[src/rtl/sc_io_pkg.sv]
`default_nettype none
// ============================================================================
// Module   : sc_io_pkg
// Brief    : Register offsets, parameter limits and address decode for sc_io_bus
// Revision : 1.0 - initial release
// ============================================================================
package sc_io_pkg;

    localparam int WIDTH_MIN   = 1;
    localparam int WIDTH_MAX   = 32;
    localparam int NUM_IN_MIN  = 1;
    localparam int NUM_IN_MAX  = 8;
    localparam int NUM_OUT_MIN = 1;
    localparam int NUM_OUT_MAX = 8;

    // Byte offsets inside the 256-byte I/O window
    localparam logic [7:0] OFS_OUT    = 8'h00;
    localparam logic [7:0] OFS_IN     = 8'h20;
    localparam logic [7:0] OFS_STATUS = 8'h40;
    localparam logic [7:0] OFS_MASK   = 8'h44;
    localparam logic [7:0] OFS_CYCLES = 8'h48;
    localparam logic [7:0] OFS_CYCCLR = 8'h4C;

    localparam logic [1:0] ARM_DONE = 2'd3;

    typedef enum logic [2:0] {
        SEL_NONE   = 3'd0,
        SEL_OUT    = 3'd1,
        SEL_IN     = 3'd2,
        SEL_STATUS = 3'd3,
        SEL_MASK   = 3'd4,
        SEL_CYCLES = 3'd5,
        SEL_CYCCLR = 3'd6
    } reg_sel_e;

    // OUT and IN each occupy a 32-byte bank of eight word slots
    function automatic reg_sel_e decode_ofs(input logic [7:0] ofs);
        reg_sel_e sel;
        sel = SEL_NONE;
        if (ofs[7:5] == OFS_OUT[7:5])       sel = SEL_OUT;
        else if (ofs[7:5] == OFS_IN[7:5])   sel = SEL_IN;
        else if (ofs == OFS_STATUS)         sel = SEL_STATUS;
        else if (ofs == OFS_MASK)           sel = SEL_MASK;
        else if (ofs == OFS_CYCLES)         sel = SEL_CYCLES;
        else if (ofs == OFS_CYCCLR)         sel = SEL_CYCCLR;
        return sel;
    endfunction

endpackage
`default_nettype wire

[src/rtl/sc_io_sync.sv]
`default_nettype none
// ============================================================================
// Module   : sc_io_sync
// Brief    : Two-flop input synchronizer with previous-value register and change flag
// Revision : 1.0 - initial release
// ============================================================================
module sc_io_sync #(
    parameter int WIDTH = 32
) (
    input  logic             clock,
    input  logic             resetn,
    input  logic [WIDTH-1:0] d_in,
    output logic [WIDTH-1:0] sync_out,
    output logic             changed
);

    logic [WIDTH-1:0] meta_q, meta_d;
    logic [WIDTH-1:0] sync_q, sync_d;
    logic [WIDTH-1:0] prev_q, prev_d;

    always_comb begin
        meta_d = d_in;
        sync_d = meta_q;
        prev_d = sync_q;
    end

    always_ff @(posedge clock or negedge resetn) begin
        if (!resetn) begin
            meta_q <= '0;
            sync_q <= '0;
            prev_q <= '0;
        end else begin
            meta_q <= meta_d;
            sync_q <= sync_d;
            prev_q <= prev_d;
        end
    end

    assign sync_out = sync_q;
    assign changed  = (sync_q != prev_q);

endmodule
`default_nettype wire

[src/rtl/sc_io_bus.sv]
`default_nettype none
// ============================================================================
// Module   : sc_io_bus
// Brief    : Memory-mapped I/O block: output/input ports, change status, IRQ, cycle counter
// Revision : 1.0 - initial release
// ============================================================================
module sc_io_bus
    import sc_io_pkg::*;
#(
    parameter int          WIDTH   = 32,
    parameter int          NUM_IN  = 2,
    parameter int          NUM_OUT = 3,
    parameter logic [31:0] IO_BASE = 32'h0000_0100
) (
    input  logic                      clock,
    input  logic                      resetn,
    input  logic [31:0]               addr,
    input  logic [31:0]               datain,
    input  logic                      we,
    output logic                      io_sel,
    output logic [31:0]               dataout,
    input  logic [NUM_IN*WIDTH-1:0]   in_ports,
    output logic [NUM_OUT*WIDTH-1:0]  out_ports,
    output logic                      irq
);

    logic [NUM_OUT*WIDTH-1:0] out_q, out_d;
    logic [NUM_IN-1:0]        status_q, status_d;
    logic [NUM_IN-1:0]        mask_q, mask_d;
    logic [31:0]              cycles_q, cycles_d;
    logic [1:0]               arm_q, arm_d;

    logic [NUM_IN*WIDTH-1:0]  in_sync;
    logic [NUM_IN-1:0]        chg;
    logic [7:0]               ofs;
    logic [2:0]               idx;
    reg_sel_e                 sel;
    logic                     wr_en;
    logic [NUM_IN-1:0]        w1c;
    logic [31:0]              rdata;
    logic                     unused_bits;

    assign io_sel      = (addr[31:8] == IO_BASE[31:8]);
    assign ofs         = {addr[7:2], 2'b00};
    assign idx         = addr[4:2];
    assign sel         = decode_ofs(ofs);
    assign wr_en       = we & io_sel;
    assign unused_bits = ^{addr[1:0], datain};

    generate
        for (genvar gi = 0; gi < NUM_IN; gi++) begin : g_sync
            sc_io_sync #(
                .WIDTH (WIDTH)
            ) u_sync (
                .clock    (clock),
                .resetn   (resetn),
                .d_in     (in_ports[gi*WIDTH +: WIDTH]),
                .sync_out (in_sync[gi*WIDTH +: WIDTH]),
                .changed  (chg[gi])
            );
        end
    endgenerate

    always_comb begin
        out_d = out_q;
        for (int i = 0; i < NUM_OUT; i++) begin
            if (wr_en && (sel == SEL_OUT) && (idx == 3'(i)))
                out_d[i*WIDTH +: WIDTH] = datain[WIDTH-1:0];
        end
        w1c      = (wr_en && (sel == SEL_STATUS)) ? datain[NUM_IN-1:0] : '0;
        // A fresh change overrides a coincident clear of the same bit
        status_d = (status_q & ~w1c) | ((arm_q == ARM_DONE) ? chg : '0);
        mask_d   = (wr_en && (sel == SEL_MASK)) ? datain[NUM_IN-1:0] : mask_q;
        cycles_d = (wr_en && (sel == SEL_CYCCLR)) ? 32'd0 : cycles_q + 32'd1;
        arm_d    = (arm_q == ARM_DONE) ? arm_q : arm_q + 2'd1;
    end

    always_ff @(posedge clock or negedge resetn) begin
        if (!resetn) begin
            out_q    <= '0;
            status_q <= '0;
            mask_q   <= '0;
            cycles_q <= '0;
            arm_q    <= '0;
        end else begin
            out_q    <= out_d;
            status_q <= status_d;
            mask_q   <= mask_d;
            cycles_q <= cycles_d;
            arm_q    <= arm_d;
        end
    end

    always_comb begin
        rdata = '0;
        case (sel)
            SEL_OUT: begin
                for (int i = 0; i < NUM_OUT; i++)
                    if (idx == 3'(i)) rdata[WIDTH-1:0] = out_q[i*WIDTH +: WIDTH];
            end
            SEL_IN: begin
                for (int i = 0; i < NUM_IN; i++)
                    if (idx == 3'(i)) rdata[WIDTH-1:0] = in_sync[i*WIDTH +: WIDTH];
            end
            SEL_STATUS: rdata[NUM_IN-1:0] = status_q;
            SEL_MASK:   rdata[NUM_IN-1:0] = mask_q;
            SEL_CYCLES: rdata = cycles_q;
            default:    rdata = '0;
        endcase
    end

    assign dataout   = io_sel ? rdata : 32'd0;
    assign out_ports = out_q;
    assign irq       = |(status_q & mask_q);

endmodule
`default_nettype wire

[config.mk]
export PLATFORM = sky130hd
export DESIGN_NAME = sc_io_bus
export DESIGN_NICKNAME = d
export VERILOG_FILES = /design/src/rtl/sc_io_pkg.sv /design/src/rtl/sc_io_sync.sv /design/src/rtl/sc_io_bus.sv
export SDC_FILE = /design/constraint.sdc
export NUM_CORES = 1
export LEC_CHECK = 0
export CORE_UTILIZATION = 46
export CTS_CLUSTER_DIAMETER = 200
export DETAILED_ROUTE_END_ITERATION = 10
export PLACE_DENSITY = 0.76
export SLEW_MARGIN = 0
export SYNTH_ARGS = -nofsm -noshare
export SYNTH_HDL_FRONTEND = slang
export SYNTH_SLANG_ARGS = --single-unit
[constraint.sdc]
create_clock -name clock -period 1.7 [get_ports clock]
set_input_delay 0.17 -clock clock [delete_from_list [all_inputs] [get_ports clock]]
set_output_delay 0.17 -clock clock [all_outputs]
set_load 0.02 [all_outputs]
# == Yosys cells after proc, flatten, opt, wreduce, memory -nomap -nowiden ==
# Cells that the tools add are included.
# word_totals
input_bits,131
mem_bits_rw,0
out_inout_bits,130
n_memories,0
romBits,0
latch_bits,0
elab_cells,64
ff_bits,326
# op_classes
n_eq_ne,17
n_reduce_logical,10
addsub,2
n_mux,17
order_cmp,0
mul,0
shifts,0
n_div,0
n_bitwise,5
# op_table
op,count
two-way mux 32 bit,7
case mux 30 bit (3 select lines),1
inequality test 32 bit,2
adder 32 x 1 -> 32 bit (second input constant),1
equality test 24 x 1 -> 1 bit (second input constant),1
equality test 6 x 5 -> 1 bit (second input constant),4
two-way mux 3 bit,6
case mux 2 bit (5 select lines),1
equality test 3 x 1 -> 1 bit (second input constant),3
equality test 3 x 2 -> 1 bit (second input constant),3
equality test 3 bit (second input constant),3
logical AND 1 bit,7
logical NOT 3 bit,2
AND 2 bit,2
two-way mux 2 bit,2
adder 2 x 1 -> 2 bit (second input constant),1
equality test 2 bit (second input constant),1
inverter 2 bit,1
OR 2 bit,1
OR reduction 2 bit,1
AND 1 bit,1

# == Depth between registers and ports, before layout ==
# logic_depth
word_depth,13
depth_mapped,8
ltp_nobuf,6

# == By module ==
# From an unflattened synthesis, not the netlist that was laid out.
# hier_totals
cells_unflattened,959
hier_area_um2,12944.9
# modules_own_cells
mod,cells_each,n_inst,seq_area_each_um2,area_per_inst_um2
sc_io_bus,681,1,3353.2,7447.1
sc_io_sync,139,2,2402.3,2748.9

# == Worst setup path after synthesis ==
# Ideal clock, no wire load.
# synth_path
path_type,input -> register
startpoint,in addr[9]
endpoint,"reg out_q[66], in the netlist out_ports[66]"
setup_ns,0.125
t_required_ns,1.575
setup_slack_ns,-0.208
path_buffers,2
cell_stages,7
arrival_ns,1.784
path_cell_list,nor4b_1 -> nand4_1 -> nor2_2 -> and4_1 -> buf_4 -> buf_6 -> mux2_2
# synth_via
elab_chain_len,4
# synth_lines
element,line,text
"start, declared",sc_io_bus.sv:17,"input logic [31:0] addr,"
equality test 24 x 1 -> 1 bit,sc_io_bus.sv:43,assign io_sel = (addr[31:8] == IO_BASE[31:8]);
net io_sel,sc_io_bus.sv:20,"output logic io_sel,"
AND 1 bit,sc_io_bus.sv:47,assign wr_en = we & io_sel;
logical AND 1 bit (2 in series),sc_io_bus.sv:67,if (wr_en && (sel == SEL_OUT) && (idx == 3'(i)))
"end signal, assigned",sc_io_bus.sv:86,out_q <= out_d;
"end, declared",sc_io_bus.sv:27,"logic [NUM_OUT*WIDTH-1:0] out_q, out_d;"
# The timed path passes the listed nets, and every way through them passes these cells.
# A chain may end at the register's enable or synchronous reset.

# == Final worst setup path ==
# layout_path
startpoint,in addr[11]
endpoint,out dataout[15]
# layout_via
elab_chain_len,2
# layout_lines
element,line,text
equality test 24 x 1 -> 1 bit,sc_io_bus.sv:43,
two-way mux 32 bit,sc_io_bus.sv:112,assign dataout = io_sel ? rdata : 32'd0;
"end, declared",sc_io_bus.sv:21,"output logic [31:0] dataout,"
# No other way between the ends.

==> flow_metrics.env <==
export IMPL_synth_cell_types=39
export IMPL_p_sw_share_pct=22.2
export IMPL_ys_seq_elements=326
export IMPL_globalRouteTotalUtil_pct=29.8
export IMPL_synthesis_instances=951
export IMPL_power_share_combinational_pct=7.0
export IMPL_net_count_after_synthesis=1084
export IMPL_finalHoldViolCount=0
export IMPL_grt_pass1_vias=10792
export IMPL_end_kind="output pin"
export IMPL_clock_tree_skew_after_final_layout_ps=11.8
export IMPL_total_switching_power_w=0.00392
export IMPL_drt_pass1_iter_count=5
export IMPL_floorplan_io_pins=261
export IMPL_maxClockFrequency_mhz=490
export IMPL_clock_tree_root_cell="clkbuf_16"
export IMPL_power_leakage_nw=9.56
export IMPL_numClockSinks=326
export IMPL_critical_path_required_ps=1530
export IMPL_yosys_cell_count_top_type="dfrtp_1"
export IMPL_netlist_area_um2=12700
export IMPL_worstPathMaxFanout=7
export IMPL_ff2ff_setup_slack_ps=-140
export IMPL_number_of_design_rule_violations_left_after_detail_routing=0
export IMPL_clock_latency_ps=530
export IMPL_proportion_of_layout_cells_with_a_drive_suffix_above_1_pct=42.4
export IMPL_die_area_um2=28400
export IMPL_numCtsBuffers=34
export IMPL_mean_cell_area_of_the_mapped_netlist_um2=13.4
export IMPL_timing_setup_tns_ps=-9910
export IMPL_syn2layout_area_growth_pct=58.4
export IMPL_status="finished, violations left"
export IMPL_finish_net_count=1602
export IMPL_power_density_nw_per_um2=874
export IMPL_clock_tree_from_tritoncts="built"
export IMPL_vias_per_cell=5.60
export IMPL_yosys_area_top_type_share_pct=64.0
export IMPL_synth_largest_area_cell="dfrtp_1"
export IMPL_die_height_um=168
export IMPL_power_frac_clock_pct=46.8
export IMPL_worstHoldPathType="in -> reg"
export IMPL_max_vdd_ir_drop_v=0.000832
export IMPL_synthArstFlopShare_pct=100
export IMPL_numPlacedInstances=1715
export IMPL_grt_antenna_before_repair=0
export IMPL_area_contributors_post_synth="dfrtp_1 (64%), mux2_2 (8.1%), xnor2_1 (5.8%), mux2i_1 (2.7%), a22o_1 (2.4%)"
export IMPL_critPathKind="in -> out"
export IMPL_stdcell_count=1833
export IMPL_synth_edf_count=0
export IMPL_globalplace_congestion=0.968
export IMPL_row_count=60
export IMPL_worst_margin_slew_ps=441
export IMPL_yosys_most_used_dff="dfrtp_1"
export IMPL_grt_max_degree=81
export IMPL_clk_pin_slew_ps=60
export IMPL_synth_yosys_seq_area_share_pct=64.0
export IMPL_dp_hpwl_mm=27.6
export IMPL_buffer_ports_inserted=258
export IMPL_yosys_top_cells_count="dfrtp_1 (326), mux2_2 (92), xnor2_1 (85), nand2_1 (78), a22o_1 (35)"
export IMPL_total_overflow_reported_by_the_global_router=0
export IMPL_post_route_worst_setup_slack_ps=-340
export IMPL_start_util_pct=47.1
export IMPL_setup_violations=43
export IMPL_vias=10270
export IMPL_worst_slew_slack_as_a_fraction_of_its_limit_pct=70.6
export IMPL_dr_first_iter_drc_count=914
export IMPL_first_pass_grt_wire_length_mm=63.2
export IMPL_cap_violations=0
export IMPL_clock_tree_buffer_depth=3
export IMPL_cts_htree_levels=2
export IMPL_route_final_wire_length_mm=42.7
export IMPL_floorplan_core_area_um2=27000
export IMPL_grt_setup_unrepaired="yes"
export IMPL_cp_arrival_ps=1870
export IMPL_num_antenna_cells=0
export IMPL_min_period_over_period_pct=120
export IMPL_drt_wirelength_per_cell_um=23.3
export IMPL_p_int_w=0.0137
export IMPL_timing_critical_path_from_type="primary input"
export IMPL_synthesis_yosys_warnings=0
export IMPL_pwr_share_seq_pct=46.2
export IMPL_die_width_um=168
export IMPL_layout_min_cycle_time_ps=2040
export IMPL_final_antenna_net_count=0
export IMPL_final_max_slew_violation_count=0
export IMPL_failed_checks="negative setup slack"
-- repair_timing --
item / in CTS / in global routing
setup buffers: 45 / 10
hold buffers: 1 / 0
gates cloned: 8 / 1
hold endpoints to repair: 326 / 0
resized for setup: 493 / 82
pin swaps: 65 / 47
setup endpoints to repair: 242 / 58
-- placed cells by master, fill, tap and decap left out, types with 9 or more instances in the layout --
| master | n |
|---|---|
| dfrtp_1 | 324 |
| mux2i_1 | 27 |
| buf_2 | 16 |
| a22o_1 | 25 |
| nor4_4 | 14 |
| dlygate4sd2_1 | 93 |
| xor2_1 | 9 |
| nand2_1 | 74 |
| a21oi_4 | 19 |
| a21oi_2 | 13 |
| buf_6 | 48 |
| a22oi_2 | 29 |
| mux2_4 | 30 |
| mux2_2 | 64 |
| xnor2_2 | 9 |
| buf_12 | 20 |
| a22o_4 | 9 |
| nor2_1 | 31 |
| clkdlybuf4s50_1 | 97 |
| nand4_1 | 26 |
| nand3_1 | 11 |
| o21ai_1 | 21 |
| clkbuf_16 | 35 |
| buf_4 | 239 |
| xnor2_1 | 76 |
-- flip-flops by register name, summed over array words and instances (netlist names) --
name,flops
g_sync.u_sync.sync_out,64
status_q,2
mask_q,2
arm_q,2
g_sync.u_sync.prev_q,64
out_ports,96
cycles_q,32
g_sync.u_sync.meta_q,64
-- routing by layer --
layer	GRT usage (%)	vias up	part of all wire, %
met3	7.01	142	8.2
li1	-	4394	-
met1	38.2	5180	39
met2	48.6	554	49
met4	12.7	0	4.6
met5	0	-	0
-- final cells by class --
class	instances	area (µm²)
Sequential cell	326	8160
Fill cell	1661	6850
Multi-Input combinational cell	570	5410
Timing Repair Buffer	534	4920
Clock buffer	44	958
Tap cell	341	427
Clock inverter	15	297
Inverter	3	11.3
-- worst max-delay path, cell delays in order --
cell,delay (ps)
buf_6,100
nor4b_4,280
nand4_1,220
a2111o_2,470
buf_12,160
clkbuf_16,170
a21oi_2,150
buf_6,140
-- cells by family (layout without fill, tap and decap cells) --
group	after synthesis	count (layout)	synth area share, %
flip-flops	326	326	64.0
buffers and inverters	55	596	2.24
multiplexers	133	133	11.4
adder cells (fa/ha/maj)	2	2	0.196
AND/OR/NAND/NOR	205	205	8.51
XOR/XNOR	95	95	6.53
AO/OA/AOI/OAI	135	135	7.06
-- through the flow --
step           area [µm²]  util [%]  hold slack [ps]  power, W  setup slack [ps]
4_1_cts             19700      72.9             61.2    0.0176              -277
5_1_grt             20200      74.7             66.7    0.0182              -347
3_5_place_dp        17700      65.4             62.1   0.00934             -1150
3_3_place_gp        17700      65.4             57.1   0.00931             -1120
6_report            20200      74.7             77.9    0.0176              -340
2_1_floorplan       13200         -             -126   0.00852              -102
-- worst paths after layout --
check,from,endpoint,depth (start not counted)
max,addr[11],dataout[15],8
min reg2reg,g_sync[1].u_sync.meta_q[17],g_sync[1].u_sync.sync_out[17],0
min in group asynchronous,resetn,g_sync[1].u_sync.meta_q[0],2
max reg2reg,cycles_q[7],cycles_q[28],6
max in group asynchronous,resetn,out_ports[8],3
min,in_ports[37],g_sync[1].u_sync.meta_q[5],1
-- power by group through the flow --
stage                     combinational [W]  clock, W  sequential [W]
after CTS                           0.00119   0.00831         0.00814
final                               0.00124   0.00825         0.00815
after global routing                0.00131   0.00869         0.00817
after detailed placement            0.00106         0         0.00828
after floorplan                    0.000287         0         0.00823
after global placement              0.00105         0         0.00827
Power figures use the tool's default switching activity.
